[config.mk]
export PLATFORM = sky130hd
export DESIGN_NAME = dither_multi_ch
export DESIGN_NICKNAME = d
export VERILOG_FILES = /design/src/rtl/dither_multi_ch.sv
export SDC_FILE = /design/constraint.sdc
export NUM_CORES = 1
export LEC_CHECK = 0
export ABC_AREA = 0
export CAP_MARGIN = 20
export CORE_UTILIZATION = 53
export CTS_CLUSTER_DIAMETER = 60
export DETAILED_ROUTE_END_ITERATION = 8
export GPL_TIMING_DRIVEN = 0
export MAX_ROUTING_LAYER = met4
export PLACE_DENSITY = 0.84
export SLEW_MARGIN = 20
export SYNTH_ARGS = -nofsm -noshare
export SYNTH_HDL_FRONTEND = slang
export SYNTH_SLANG_ARGS = --single-unit
[constraint.sdc]
create_clock -name clk -period 3.9 [get_ports clk]
set_clock_uncertainty 0.1 [all_clocks]
set_input_delay 0.78 -clock clk [delete_from_list [all_inputs] [get_ports clk]]
set_output_delay 0.78 -clock clk [all_outputs]
set_load 0.1 [all_outputs]
[src/rtl/dither_multi_ch.sv]
// Per-channel colour quantiser: bypass, truncate, 4x4 ordered dither or 1-D error diffusion.
// Latency: exactly one clk cycle from data_in/visible to data_out/visible_out.
// Backpressure: none; accepts and emits one pixel every cycle.
module dither_multi_ch #(
    parameter int NUM_CH = 3,
    parameter int IN_W   = 8,
    parameter int OUT_W  = 4
) (
    input  logic                     clk,
    input  logic                     rst,
    input  logic [NUM_CH*IN_W-1:0]   data_in,
    input  logic                     visible,
    input  logic [1:0]               x_lsb,
    input  logic [1:0]               y_lsb,
    input  logic [1:0]               mode,
    output logic [NUM_CH*IN_W-1:0]   data_out,
    output logic                     visible_out
);

    // Number of bits dropped per channel.
    localparam int D = IN_W - OUT_W;

    localparam logic [1:0] MODE_BYPASS = 2'd0;
    localparam logic [1:0] MODE_TRUNC  = 2'd1;
    localparam logic [1:0] MODE_ORDER  = 2'd2;
    localparam logic [1:0] MODE_DIFF   = 2'd3;

    logic [3:0]      bayer;
    logic [IN_W-1:0] thresh;

    // 4x4 Bayer matrix lookup, shared by all channels.
    always_comb begin
        bayer = 4'd0;
        case ({y_lsb, x_lsb})
            4'h0: bayer = 4'd0;
            4'h1: bayer = 4'd8;
            4'h2: bayer = 4'd2;
            4'h3: bayer = 4'd10;
            4'h4: bayer = 4'd12;
            4'h5: bayer = 4'd4;
            4'h6: bayer = 4'd14;
            4'h7: bayer = 4'd6;
            4'h8: bayer = 4'd3;
            4'h9: bayer = 4'd11;
            4'hA: bayer = 4'd1;
            4'hB: bayer = 4'd9;
            4'hC: bayer = 4'd15;
            4'hD: bayer = 4'd7;
            4'hE: bayer = 4'd13;
            default: bayer = 4'd5;
        endcase
    end

    // Scale the 4-bit Bayer value so it spans the D dropped bits.
    generate
        if (D <= 4) begin : g_thr_shr
            logic [3:0] bayer_sh;
            assign bayer_sh = bayer >> (4 - D);
            assign thresh   = IN_W'(bayer_sh);
        end else begin : g_thr_shl
            assign thresh = {{(IN_W-4){1'b0}}, bayer} << (D - 4);
        end
    endgenerate

    // Registered visibility flag travels alongside the pixel.
    always_ff @(posedge clk) begin
        if (!rst) begin
            visible_out <= 1'b0;
        end else begin
            visible_out <= visible;
        end
    end

    genvar k;
    generate
        for (k = 0; k < NUM_CH; k++) begin : g_ch
            logic [IN_W-1:0]  din;
            logic [D-1:0]     err;
            logic [D-1:0]     err_nxt;
            logic [IN_W:0]    s_ord;
            logic [IN_W:0]    s_ed;
            logic [OUT_W-1:0] q_ord;
            logic [OUT_W-1:0] q_ed;
            logic [IN_W-1:0]  out_nxt;
            logic [IN_W-1:0]  out_q;

            assign din = data_in[k*IN_W +: IN_W];
            assign data_out[k*IN_W +: IN_W] = out_q;

            // Quantise this channel and compute the diffused residual for the next pixel.
            always_comb begin
                s_ord   = {1'b0, din} + {1'b0, thresh};
                s_ed    = {1'b0, din} + (IN_W+1)'(err);
                q_ord   = s_ord[IN_W] ? {OUT_W{1'b1}} : s_ord[IN_W-1:D];
                q_ed    = s_ed[IN_W]  ? {OUT_W{1'b1}} : s_ed[IN_W-1:D];
                // Residual is only carried across consecutive visible mode-3 pixels;
                // on saturation it is dropped so a bright run cannot wind up the error.
                err_nxt = '0;
                if (mode == MODE_DIFF && visible && !s_ed[IN_W]) begin
                    err_nxt = s_ed[D-1:0];
                end
                out_nxt = '0;
                case (mode)
                    MODE_BYPASS: out_nxt = din;
                    MODE_TRUNC:  out_nxt = visible ? {din[IN_W-1:D], {D{1'b0}}} : '0;
                    MODE_ORDER:  out_nxt = visible ? {q_ord, {D{1'b0}}} : '0;
                    default:     out_nxt = visible ? {q_ed, {D{1'b0}}} : '0;
                endcase
            end

            // Output pixel and error register for this channel.
            always_ff @(posedge clk) begin
                if (!rst) begin
                    out_q <= '0;
                    err   <= '0;
                end else begin
                    out_q <= out_nxt;
                    err   <= err_nxt;
                end
            end
        end
    endgenerate

endmodule

; Word-level counts from Yosys, hierarchy flattened
; Memories as Yosys holds them, arrays and structs flattened.
; Index checks and enable logic that the tools add are counted.
[totals]
regBits = 37
input_bits = 33
mem_count = 1
out_inout_bits = 25
mem_bits_rw = 0
latch_bits = 0
romBits = 64
elab_cells = 46
[mem_list]
columns = name, words, word_bits, rd, rd_clocked_by_memory_dff, write_ports, line_no
row1 = (no name shown), 16, 4, 1, 0, 0, 34  ; case ({y_lsb, x_lsb})
[op_classes]
reduce_logical = 11
magnitude_cmp = 0
n_div = 0
addsub = 6
n_mul = 0
shift = 0
bitwise = 0
eq_ne = 3
mux = 18
[op_table]
columns = op, count
row1 = $mux 8, 9
row2 = $pmux 8 s3, 3
row3 = $add 8x4->9, 6
row4 = $mux 4, 6
row5 = $reduce_and 2->1, 3
row6 = $eq 2x2->1 const B, 2
row7 = $logic_and 1x1->1, 4
row8 = $logic_not 1->1, 3
row9 = $eq 2x1->1 const B, 1
row10 = $logic_not 2->1, 1

; Logic depth before layout (Yosys ltp)
; Gate-level depths: netlist of run 1.
; An unclocked memory read counts as a cell.
[logic_depth]
word_depth = 5
ltp_mapped = 8
depth_no_buf = 8

; Worst setup path before layout of run 1
; OpenSTA, ideal clock, no wires.
[synth_path]
kind = input to register
start = in x_lsb[1]
end = reg g_ch[2].out_q[6]
path_buffers = 0
arrival_ns = 2.134
required_ns = 3.682
stages = 7
setup_time_ns = 0.118
path_slack_ns = 1.548
cell_sequence = xor2_1 -> ha_1 -> or3_4 -> o221a_1 -> a32o_1 -> o211ai_2 -> o21ai_2
[synth_via]
elab_chain_len = 5
[synth_rtl]
columns = item, line_no
row1 = from (decl), 13  ; input logic [1:0] x_lsb,
row2 = $mem_v2 16x4, n/a
row3 = $add 8x4->9, 92  ; s_ord = {1'b0, din} + {1'b0, thresh};
row4 = $mux 4, 94  ; q_ord = s_ord[IN_W] ? {OUT_W{1'b1}} : s_ord[IN_W-1:D];
row5 = $mux 8, 106  ; MODE_ORDER: out_nxt = visible ? {q_ord, {D{1'b0}}} : '0;
row6 = $pmux 8 s3, 103  ; case (mode)
row7 = to (signal assigned), 117  ; out_q <= out_nxt;
row8 = to (decl), 85  ; logic [IN_W-1:0] out_q;
; Every way passes these cells.
; A chain may end at the register's enable or synchronous reset.

; Final worst setup path of run 1
[layout_path]
start = in y_lsb[0]
end = reg g_ch[1].out_q[6]
[layout_via]
elab_chain_len = 5
[layout_rtl]
columns = item, line_no
row1 = from (decl), 14  ; input logic [1:0] y_lsb,
row2 = $mem_v2 16x4, n/a
row3 = $add 8x4->9, 92
row4 = $mux 4, 94
row5 = $mux 8, 106
row6 = $pmux 8 s3, 103
row7 = to (signal assigned), 117
row8 = to (decl), 85
; Every way passes these cells.

==> out/metrics.cfg, run 1 <==
[final_layout]
nets=388
diodes=0
regArea_um2=741
syn2layout_area_growth_pct=27.6
multi_input_area_um2=1460
n_fill_cell=342
drive_above_1_share_pct=6.33

[sta]
hold_violations=0
drv_slew=0
final.setup.tns_ns=0
rsz0062_at_grt=false
min_period_ns=2.81
worstMarginPinSlew_ns=0.978
fmax_mhz=356
slew_headroom_pct=34.6
setup_viol=0
finalCritPeriodShare_pct=72.1

[clock_network]
numCtsBuffers=5
cts_buffer_depth=2
clkLatencyLatePin_ns=0.29
cts_tree=built
ctsResizeCount=0
cts.hold.buffers_added=0
postCtsSetupRepairBufs=0
htreeDepth=2
cts.sink_count=37
root_buffer=clkbuf_8
clk_pin_slew_worst_paths_ns=0.07

[power_and_ir_drop]
p_leak_nw=1.24
p_int_uw=614
switching_share_pct=34.9
power_density_nw_per_um2=317
pwr-share-clk_pct=28.2
p_sw_uw=329
ir_worst_vdd_v=0.000242
power_frac_seq_pct=41.9
total_power_uw=943
pwr-share-comb_pct=29.9

[routing]
avgRoutedWirePerCell_um=15.3
vias_per_cell=5.90
firstDrtPassIters=7
ant_nets=0
via_count=2254
drtIter0Drc=161
remaining_drc_errors=0
wirelength_mm=5.83

[placed_design]
dp_hpwl_mm=4.40
gp_congestion=0.904
io_buffers=50

[min_path]
holdCritPathClass=reg2reg
holdPathStages=3
holdPathEnd=g_ch[2].err[0]$_SDFF_PN0_
min_from=g_ch[2].err[0]$_SDFF_PN0_

[worst_setup_path]
rr_worst_depth=8
worstPathMaxFanout=5
critical_path.startpoint_type=primary input
reg2reg_to=g_ch[1].err[2]$_SDFF_PN0_
crit_type=in2reg
r2r-start=g_ch[1].err[0]$_SDFF_PN0_
endpoint_kind=flop
rrSetupSlack_ns=1.88
worstPathArrival_ns=2.89
setup.worst_path.start=y_lsb[0]
required_ns=3.98

[synth]
yosys-top-cells-area=dfxtp_1 32%, ha_1 11%, and3_1 4.0%
ys_types=53
synth_top_area_cell=dfxtp_1
postSynthCellCount=274
synth_commonest_cells=37 x dfxtp_1, 23 x nor2_1, 21 x ha_1
yosysMostFrequentCell=dfxtp_1
yosysSeqAreaShare_pct=31.8
avgSynthCellArea_um2=8.50
ys_ff_latch=37
async_reset_ff_share_pct=0
synth_edf_count=0
yosysTopAreaCellShare_pct=31.8
ys_warn_count=0
syn-num-nets=331
syn_area_um2=2330
synth_ff_type=dfxtp_1

[global_routing]
grtUsageMet2_pct=46.8
grt-busiest-layer=met2
track_usage_pct=28.2
grt_pass1_wl_mm=9.43
antenna_found_initial=0
grt_max_degree=11
grt_pass1_vias=2136
use_met3_pct=4.33
overflow=0
met1_usage_pct=33.6

[die]
die_w_um=68.3
row_count=23
core-area_um2=4120
die_h_um=68.3
die_area_um2=4660
ios=58
initial_utilization_pct=56.6

[job]
maxCapViolCount=0

[outcome]
outcome=finished, final reports clean

## stage by stage
stage | instance area, um^2 | cells | setup slack [ns] | utilization (%) | hold WS (ns)
6_report | 2970 | 382 | 1.09 | 72.2 | 0.464
5_1_grt | 2970 | 382 | 0.968 | 72.2 | 0.498
4_1_cts | 2970 | 382 | 1.15 | 72.2 | 0.467
3_5_place_dp | 2890 | 374 | 0.851 | 70.3 | 0.449
3_3_place_gp | 2890 | 374 | 0.868 | 70.3 | 0.440
2_1_floorplan | 2330 | 274 | 1.55 | - | 0.433
## area by class of cell
class / instances / share of cell area (%)
multi-input combinational: 206 / 49.2
sequential: 37 / 24.9
timing repair buffer: 50 / 16.8
clock buffer: 8 / 2.69
inverter: 18 / 2.27
tap: 50 / 2.10
buffer: 13 / 1.98
## worst max path at each step
| stage | cells after the start | end |
|---|---|---|
| 6_report | 8 | g_ch[1].out_q[6]$_SDFF_PN0_ |
| 5_1_grt | 8 | g_ch[1].out_q[6]$_SDFF_PN0_ |
| 3_3_place_gp | 8 | g_ch[1].out_q[6]$_SDFF_PN0_ |
| 2_1_floorplan | 7 | g_ch[2].out_q[6]$_SDFF_PN0_ |
| 3_5_place_dp | 8 | g_ch[1].out_q[6]$_SDFF_PN0_ |
| 4_1_cts | 8 | g_ch[1].out_q[6]$_SDFF_PN0_ |
## worst max-delay path, stage by stage
cell             delay [ns]
clkdlybuf4s50_1        0.59
xor2_1                 0.33
ha_1                   0.24
nor3_1                 0.05
a22oi_1                0.42
nand3_1                0.20
mux2i_1                0.18
o32ai_1                0.10
## registers in the layout, summed over array words and instances, names as in the netlist
name and cells:
g_ch.out_q 24, visible_out 1, g_ch.err 12
## power by group through the flow
stage,combinational (mW),sequential [mW],clock [mW]
CTS,0.279,0.395,0.265
global route,0.301,0.396,0.283
finish,0.282,0.395,0.266
floorplan,0.108,0.488,0
detailed placement,0.277,0.404,0
global placement,0.273,0.404,0
## layout by cell type (no fill, tap or decap), drive strengths merged, types with 3 or more instances in the layout
| cell type | count |
|---|---|
| buf | 4 |
| inv | 18 |
| o31a | 3 |
| a21o | 4 |
| xor2 | 8 |
| and3 | 15 |
| clkdlybuf4s50 | 50 |
| nand2 | 11 |
| a31oi | 5 |
| nand2b | 3 |
| nor2b | 6 |
| a21oi | 17 |
| nor3 | 7 |
| mux2i | 3 |
| o21a | 5 |
| o211ai | 6 |
| nand3 | 16 |
| clkbuf | 17 |
| dfxtp | 37 |
| o21ai | 18 |
| ha | 21 |
| fa | 3 |
| o22ai | 5 |
| nor2 | 23 |
| o32ai | 3 |
## cells by family after synthesis
group                    Yosys count  synth area share, %
AO/OA/AOI/OAI                     82                 24.7
XOR/XNOR                          10                 3.76
buffers and inverters             31                 5.42
flip-flops                        37                 31.8
multiplexers                       3                 1.29
AND/OR/NAND/NOR                   87                 19.2
adder cells (fa/ha/maj)           24                 13.9
## routing by layer
metal,routed length (um),part of all wire (%)
met1,2540,43
met2,2780,48
met3,392,6.7
met4,121,2.1
met5,0,0
Note: power is estimated with default switching activity, not from simulation.
==> run 2, diff against run 1 <==
- CORE_UTILIZATION: 53 -> 45
- PLACE_DENSITY: 0.84 -> 0.76
- clock period: 3.9 -> 2.3 ns (I/O delays scaled with it)
==> out/metrics.cfg, run 2 (synthesized netlist as in run 1, its figures left out) <==
[outcome]
outcome=finished, final reports clean

[worst_setup_path]
crit_type=in2reg
cp_slowest_stage_delay_ns=0.45  ; -0.14 ns
cp_top_family=compound AO/OA/AOI/OAI gates
endpoint_kind=flop
path_cells=clkdlybuf4s50_1 -> xor2_2 -> ha_2 -> or3_4 -> o221a_1 -> a32o_1 -> o211ai_2 -> o21ai_2
worstPathArrival_ns=2.34  ; -0.55 ns
worstPathMaxFanout=3  ; -2
critical_path.startpoint_type=primary input
crit_buf_inv=1  ; unchanged
required_ns=2.39  ; -1.59 ns
cp_slowest_cell=clkdlybuf4s50_1

[final_layout]
largest_reg_flops=24  ; unchanged
reg.largest.list=g_ch.out_q: 24 flops, g_ch.err: 12 flops, visible_out: 1 flops
syn2layout_area_growth_pct=38.3
nets=394  ; +1.5%
diodes=0  ; unchanged
regMostFlops=g_ch.out_q
final_common_cell=dfxtp_1
drive_above_1_share_pct=14.5  ; +8.2 points
layout_common_cells=37 x dfxtp_1, 23 x nor2_1, 20 x dlymetal6s2s_1
n_fill_cell=408  ; +19%
multi_input_area_um2=1560  ; +6.5%
regArea_um2=741  ; unchanged
instances_no_fill=405  ; +6.0%
finish.utilization_pct=66.5  ; -5.8 points
finalInstanceArea_um2=3220  ; +8.4%

[clock_network]
clkLatencyLatePin_ns=0.29  ; about the same
clk_pin_slew_worst_paths_ns=0.08  ; about the same
cts_tree=built
htreeDepth=2  ; unchanged
numCtsBuffers=5  ; unchanged
cts.sink_count=37  ; unchanged
root_buffer=clkbuf_8
cts_buffer_depth=2  ; unchanged
cts.hold.buffers_added=0  ; unchanged

[sta]
final.setup.tns_ns=0  ; unchanged
finalCritPeriodShare_pct=97.7
rsz0062_at_grt=false
hold_violations=0  ; unchanged
hold_slack_ns=0.391  ; -0.0728 ns
slew_headroom_pct=34.4  ; -0.21 points
fmax_mhz=445
min_period_ns=2.25
worstMarginPinSlew_ns=0.983  ; +0.00462 ns
drv_slew=0  ; unchanged
fin_ws_ns=0.0537  ; -1.04 ns
setup_viol=0  ; unchanged

[power_and_ir_drop]
p_leak_nw=1.66  ; +34%
power_density_nw_per_um2=570  ; +80%
ir_worst_vdd_v=0.000316  ; +31%
total_power_mw=1.84  ; +95%

[routing]
remaining_drc_errors=0  ; unchanged
ant_nets=0  ; unchanged
drtIter0Drc=144  ; -11%
via_count=2259  ; +0.22%
wirelength_mm=5.83  ; -0.10%
firstDrtPassIters=5  ; -2
avgRoutedWirePerCell_um=14.4  ; -5.8%
vias_per_cell=5.58  ; -5.5%

[job]
maxCapViolCount=0  ; unchanged

[min_path]
holdCritPathClass=in2reg

[die]
core-area_um2=4850  ; +18%
row_count=25  ; +8.7%
die_h_um=74.0  ; +8.3%
ios=58  ; unchanged
die_area_um2=5470  ; +17%
initial_utilization_pct=48.1  ; -8.6 points
die_w_um=74.0  ; +8.3%

[global_routing]
grt-busiest-layer=met2
overflow=0  ; unchanged
grt_pass1_wl_mm=9.21  ; -2.3%
met1_usage_pct=28.5  ; -5.1 points
grt_max_degree=13  ; +2
antenna_found_initial=0  ; unchanged
track_usage_pct=23.1  ; -5.1 points
grtUsageMet2_pct=37.5  ; -9.3 points
grt_pass1_vias=2041  ; -4.4%
use_met3_pct=4.47  ; +0.14 points

[placed_design]
pre_cts_ws_ns=-0.499  ; -1.35 ns
dp.cells=391  ; +4.5%
place_area_um2=2910  ; +0.74%
dp_hpwl_mm=4.33  ; -1.7%
gp_congestion=0.915  ; +1.2%
io_buffers=50  ; unchanged

-- run 2: changes by cell type in the layout (fill, tap and decap cells not counted), sizes merged --
cell,change
dlygate4sd2,+13
clkbuf,-3
buf,+6
dlymetal6s2s,+20
bufinv,+2
clkinv,+1
clkdlybuf4s50,-33
-- run 2: layout make-up --
| type | instances | share of cell area [%] |
|---|---|---|
| multi-input cells | 206 | 48.3 |
| flip-flops and latches | 37 | 23.0 |
| repair buffers | 56 | 18.0 |
| well taps | 67 | 2.60 |
| clock buffers | 5 | 2.14 |
| inverters | 18 | 2.10 |
| clock inverters | 3 | 2.02 |
| plain buffers | 13 | 1.83 |
-- run 2: routing by layer --
layer | vias up | part of all wire [%]
met5 | - | 0
met4 | 0 | 1.9
met3 | 11 | 6.9
met2 | 104 | 47
met1 | 1022 | 44
li1 | 1122 | -
-- run 2: timing repair --
item                                    4_1_cts  5_1_grt
resized for setup                            25       30
setup buffers                                 3        3
pin swaps                                     5        7
gates cloned                                  0        0
hold endpoints to repair                      0        0
endpoints found under the setup margin       31       32
-- run 2: worst register-to-register path, delay by kind of cell, from the launching register on --
family | cells | cell delay, ns
simple gates | 1 | 0.17
flops | 1 | 0.31
compound gates | 4 | 0.79
fa+ha+maj | 2 | 0.54
buf+inv | 1 | 0.05
-- run 2: path summary, 6_finish.rpt --
check	start	to	slack, ns	cells after the start
worst min-delay path	data_in[16]	g_ch[2].out_q[0]$_SDFF_PN0_	0.39	2
worst max-delay path	x_lsb[0]	g_ch[2].out_q[6]$_SDFF_PN0_	0.05	8
worst min register to register	g_ch[0].err[0]$_SDFF_PN0_	g_ch[0].err[0]$_SDFF_PN0_	0.49	3
worst max register to register	g_ch[1].err[0]$_SDFF_PN0_	g_ch[1].out_q[5]$_SDFF_PN0_	0.25	8
-- run 2: where the power goes --
part / leakage [nW] / switching, mW / total [mW] / internal [mW]
registers: 0.302 / 0.00505 / 0.668 / 0.663
logic: 1.29 / 0.325 / 0.491 / 0.166
clock network: 0.0681 / 0.246 / 0.677 / 0.431
==> run 3, diff against run 2 <==
- CELL_PAD_IN_SITES_DETAIL_PLACEMENT: default -> 2
- CELL_PAD_IN_SITES_GLOBAL_PLACEMENT: default -> 2
- CORE_UTILIZATION: 45 -> 26
- PLACE_DENSITY: 0.76 -> 0.75
==> out/metrics.cfg, run 3 (synthesized netlist as in run 1, its figures left out) <==
[outcome]
outcome=finished, final reports clean

[routing]
remaining_drc_errors=0  ; unchanged
vias_per_cell=5.25  ; -5.8%
via_count=2332  ; +3.2%
firstDrtPassIters=4  ; -1
ant_nets=0  ; unchanged
avgRoutedWirePerCell_um=17.8  ; +24%
drtIter0Drc=36  ; -75%
wirelength_mm=7.90  ; +36%

[final_layout]
largest_reg_flops=24  ; unchanged
finalInstanceArea_um2=3170  ; -1.6%
drive_above_1_share_pct=14.3  ; -0.21 points
finish.utilization_pct=36.5  ; -30 points
final_common_cell=dfxtp_1
syn2layout_area_growth_pct=36.1
nets=392  ; -0.51%
diodes=0  ; unchanged
reg.largest.list=g_ch.out_q: 24 flops, g_ch.err: 12 flops, visible_out: 1 flops
layout_common_cells=37 x dfxtp_1, 30 x dlygate4sd2_1, 23 x nor2_1
regMostFlops=g_ch.out_q
n_fill_cell=1002  ; +150%

[worst_setup_path]
path_cells=dlygate4sd2_1 -> xor2_2 -> ha_2 -> or3_4 -> o221a_1 -> a32o_1 -> o211ai_2 -> o21ai_2
cp_slowest_stage_delay_ns=0.40  ; -0.05 ns
worstPathMaxFanout=4  ; +1
rr_worst_depth=8  ; unchanged
cp.depth=8  ; unchanged
crit_buf_inv=1  ; unchanged
setup.worst_path.start=y_lsb[1]
cp_slowest_cell=or3_4
crit_type=in2reg
r2r-start=g_ch[1].err[0]$_SDFF_PN0_
reg2reg_to=g_ch[1].out_q[5]$_SDFF_PN0_
endpoint_kind=flop
critical_path.startpoint_type=primary input
worstPathArrival_ns=2.33  ; about the same
critPathCapture=g_ch[2].out_q[6]$_SDFF_PN0_
cp_top_family=compound AO/OA/AOI/OAI gates
required_ns=2.39  ; about the same
rrSetupSlack_ns=0.21  ; -0.04 ns

[clock_network]
htreeDepth=2  ; unchanged
cts_tree=built
cts.sink_count=37  ; unchanged
clkLatencyLatePin_ns=0.30  ; about the same
cts_buffer_depth=2  ; unchanged
numCtsBuffers=5  ; unchanged
clk_pin_slew_worst_paths_ns=0.08  ; about the same
cts.hold.buffers_added=0  ; unchanged
root_buffer=clkbuf_8

[die]
die_w_um=96.7  ; +31%
die_h_um=96.7  ; +31%
core-area_um2=8680  ; +79%
die_area_um2=9340  ; +71%
ios=58  ; unchanged
initial_utilization_pct=26.8  ; -21 points
row_count=34  ; +36%

[global_routing]
track_usage_pct=17.4  ; -5.7 points
grt_pass1_wl_mm=12.7  ; +38%
overflow=0  ; unchanged
antenna_found_initial=0  ; unchanged
grt_pass1_vias=2520  ; +23%
grt_max_degree=13  ; unchanged

[power_and_ir_drop]
power_density_nw_per_um2=562  ; -1.4%
ir_worst_vdd_v=0.000198  ; -37%
p_leak_nw=1.46  ; -12%

[sta]
drv_slew=0  ; unchanged
rsz0062_at_grt=false
worstMarginPinSlew_ns=0.960  ; -0.0225 ns
hold_violations=0  ; unchanged
slew_headroom_pct=35.9  ; +1.5 points
fmax_mhz=447  ; +0.46%
setup_viol=0  ; unchanged
min_period_ns=2.24  ; -0.0104 ns
finalCritPeriodShare_pct=97.2  ; -0.45 points

[placed_design]
gp_congestion=0.815  ; -11%
io_buffers=50  ; unchanged
place_area_um2=2970  ; +1.8%
dp_hpwl_mm=5.97  ; +38%

[job]
maxCapViolCount=0  ; unchanged

[min_path]
holdCritPathClass=in2reg

==> run 3: changes by cell type in the layout (fill, tap and decap cells not counted), sizes merged <==
cell and change:
buf -2, bufinv -1, clkbuf +1, dlygate4sd2 +17
clkinv -1, dlymetal6s2s -15, clkinvlp +1, clkdlybuf4s50 -2
==> run 3: final cells by class <==
class                           instances  area [um^2]  area share [%]
Multi-Input combinational cell        206         1540            48.7
Buffer                                 13         58.8            1.85
Sequential cell                        37          741            23.4
Clock buffer                            6         82.6            2.60
Clock inverter                          2         37.5            1.18
Tap cell                              108          135            4.26
Inverter                               18         67.6            2.13
Timing Repair Buffer                   54          505            15.9
==> run 3: what timing repair did <==
action                                  4_1_cts  5_1_grt
gates resized for setup                      49        9
pin swaps                                     8        1
endpoints found under the setup margin       46       13
buffers inserted                              4        0
==> run 3: power breakdown <==
group	switching [mW]	leakage, nW	internal (mW)	total (mW)
logic	0.340	1.10	0.156	0.496
registers	0.00593	0.302	0.663	0.669
clock network	0.263	0.0574	0.353	0.616
==> run 3: worst min path at each step <==
stage          slack [ns]                      start                           to  depth (start not counted)
2_1_floorplan        0.43  g_ch[0].err[0]$_SDFF_PN0_    g_ch[0].err[0]$_SDFF_PN0_                          3
3_3_place_gp         0.44  g_ch[1].err[0]$_SDFF_PN0_    g_ch[1].err[0]$_SDFF_PN0_                          3
3_5_place_dp         0.47  g_ch[1].err[0]$_SDFF_PN0_    g_ch[1].err[0]$_SDFF_PN0_                          3
4_1_cts              0.49                data_in[16]  g_ch[2].out_q[0]$_SDFF_PN0_                          2
5_1_grt              0.43                data_in[17]  g_ch[2].out_q[1]$_SDFF_PN0_                          2
6_report             0.43                 data_in[1]  g_ch[0].out_q[1]$_SDFF_PN0_                          2
==> run 3: layer usage <==
layer  track usage (%)  vias up  wire length [um]
li1                  -     1115                 -
met1              19.5     1162              3470
met2              31.4       40              4050
met3              3.25       15               254
met4              5.05        0               123
met5                 -        -                 0
==> run 3: metrics by stage <==
step / power [mW] / worst slack (ns) / instances / TNS, ns / hold WS, ns
6_report: 1.78 / 0.0641 / 444 / 0 / 0.430
5_1_grt: 1.86 / 0.00956 / 444 / 0 / 0.433
3_3_place_gp: 1.16 / -0.516 / 432 / -9.78 / 0.441
4_1_cts: 1.81 / 0.000116 / 444 / 0 / 0.490
2_1_floorplan: 1.01 / 0.268 / 274 / 0 / 0.433
3_5_place_dp: 1.18 / -0.574 / 432 / -11.00 / 0.473
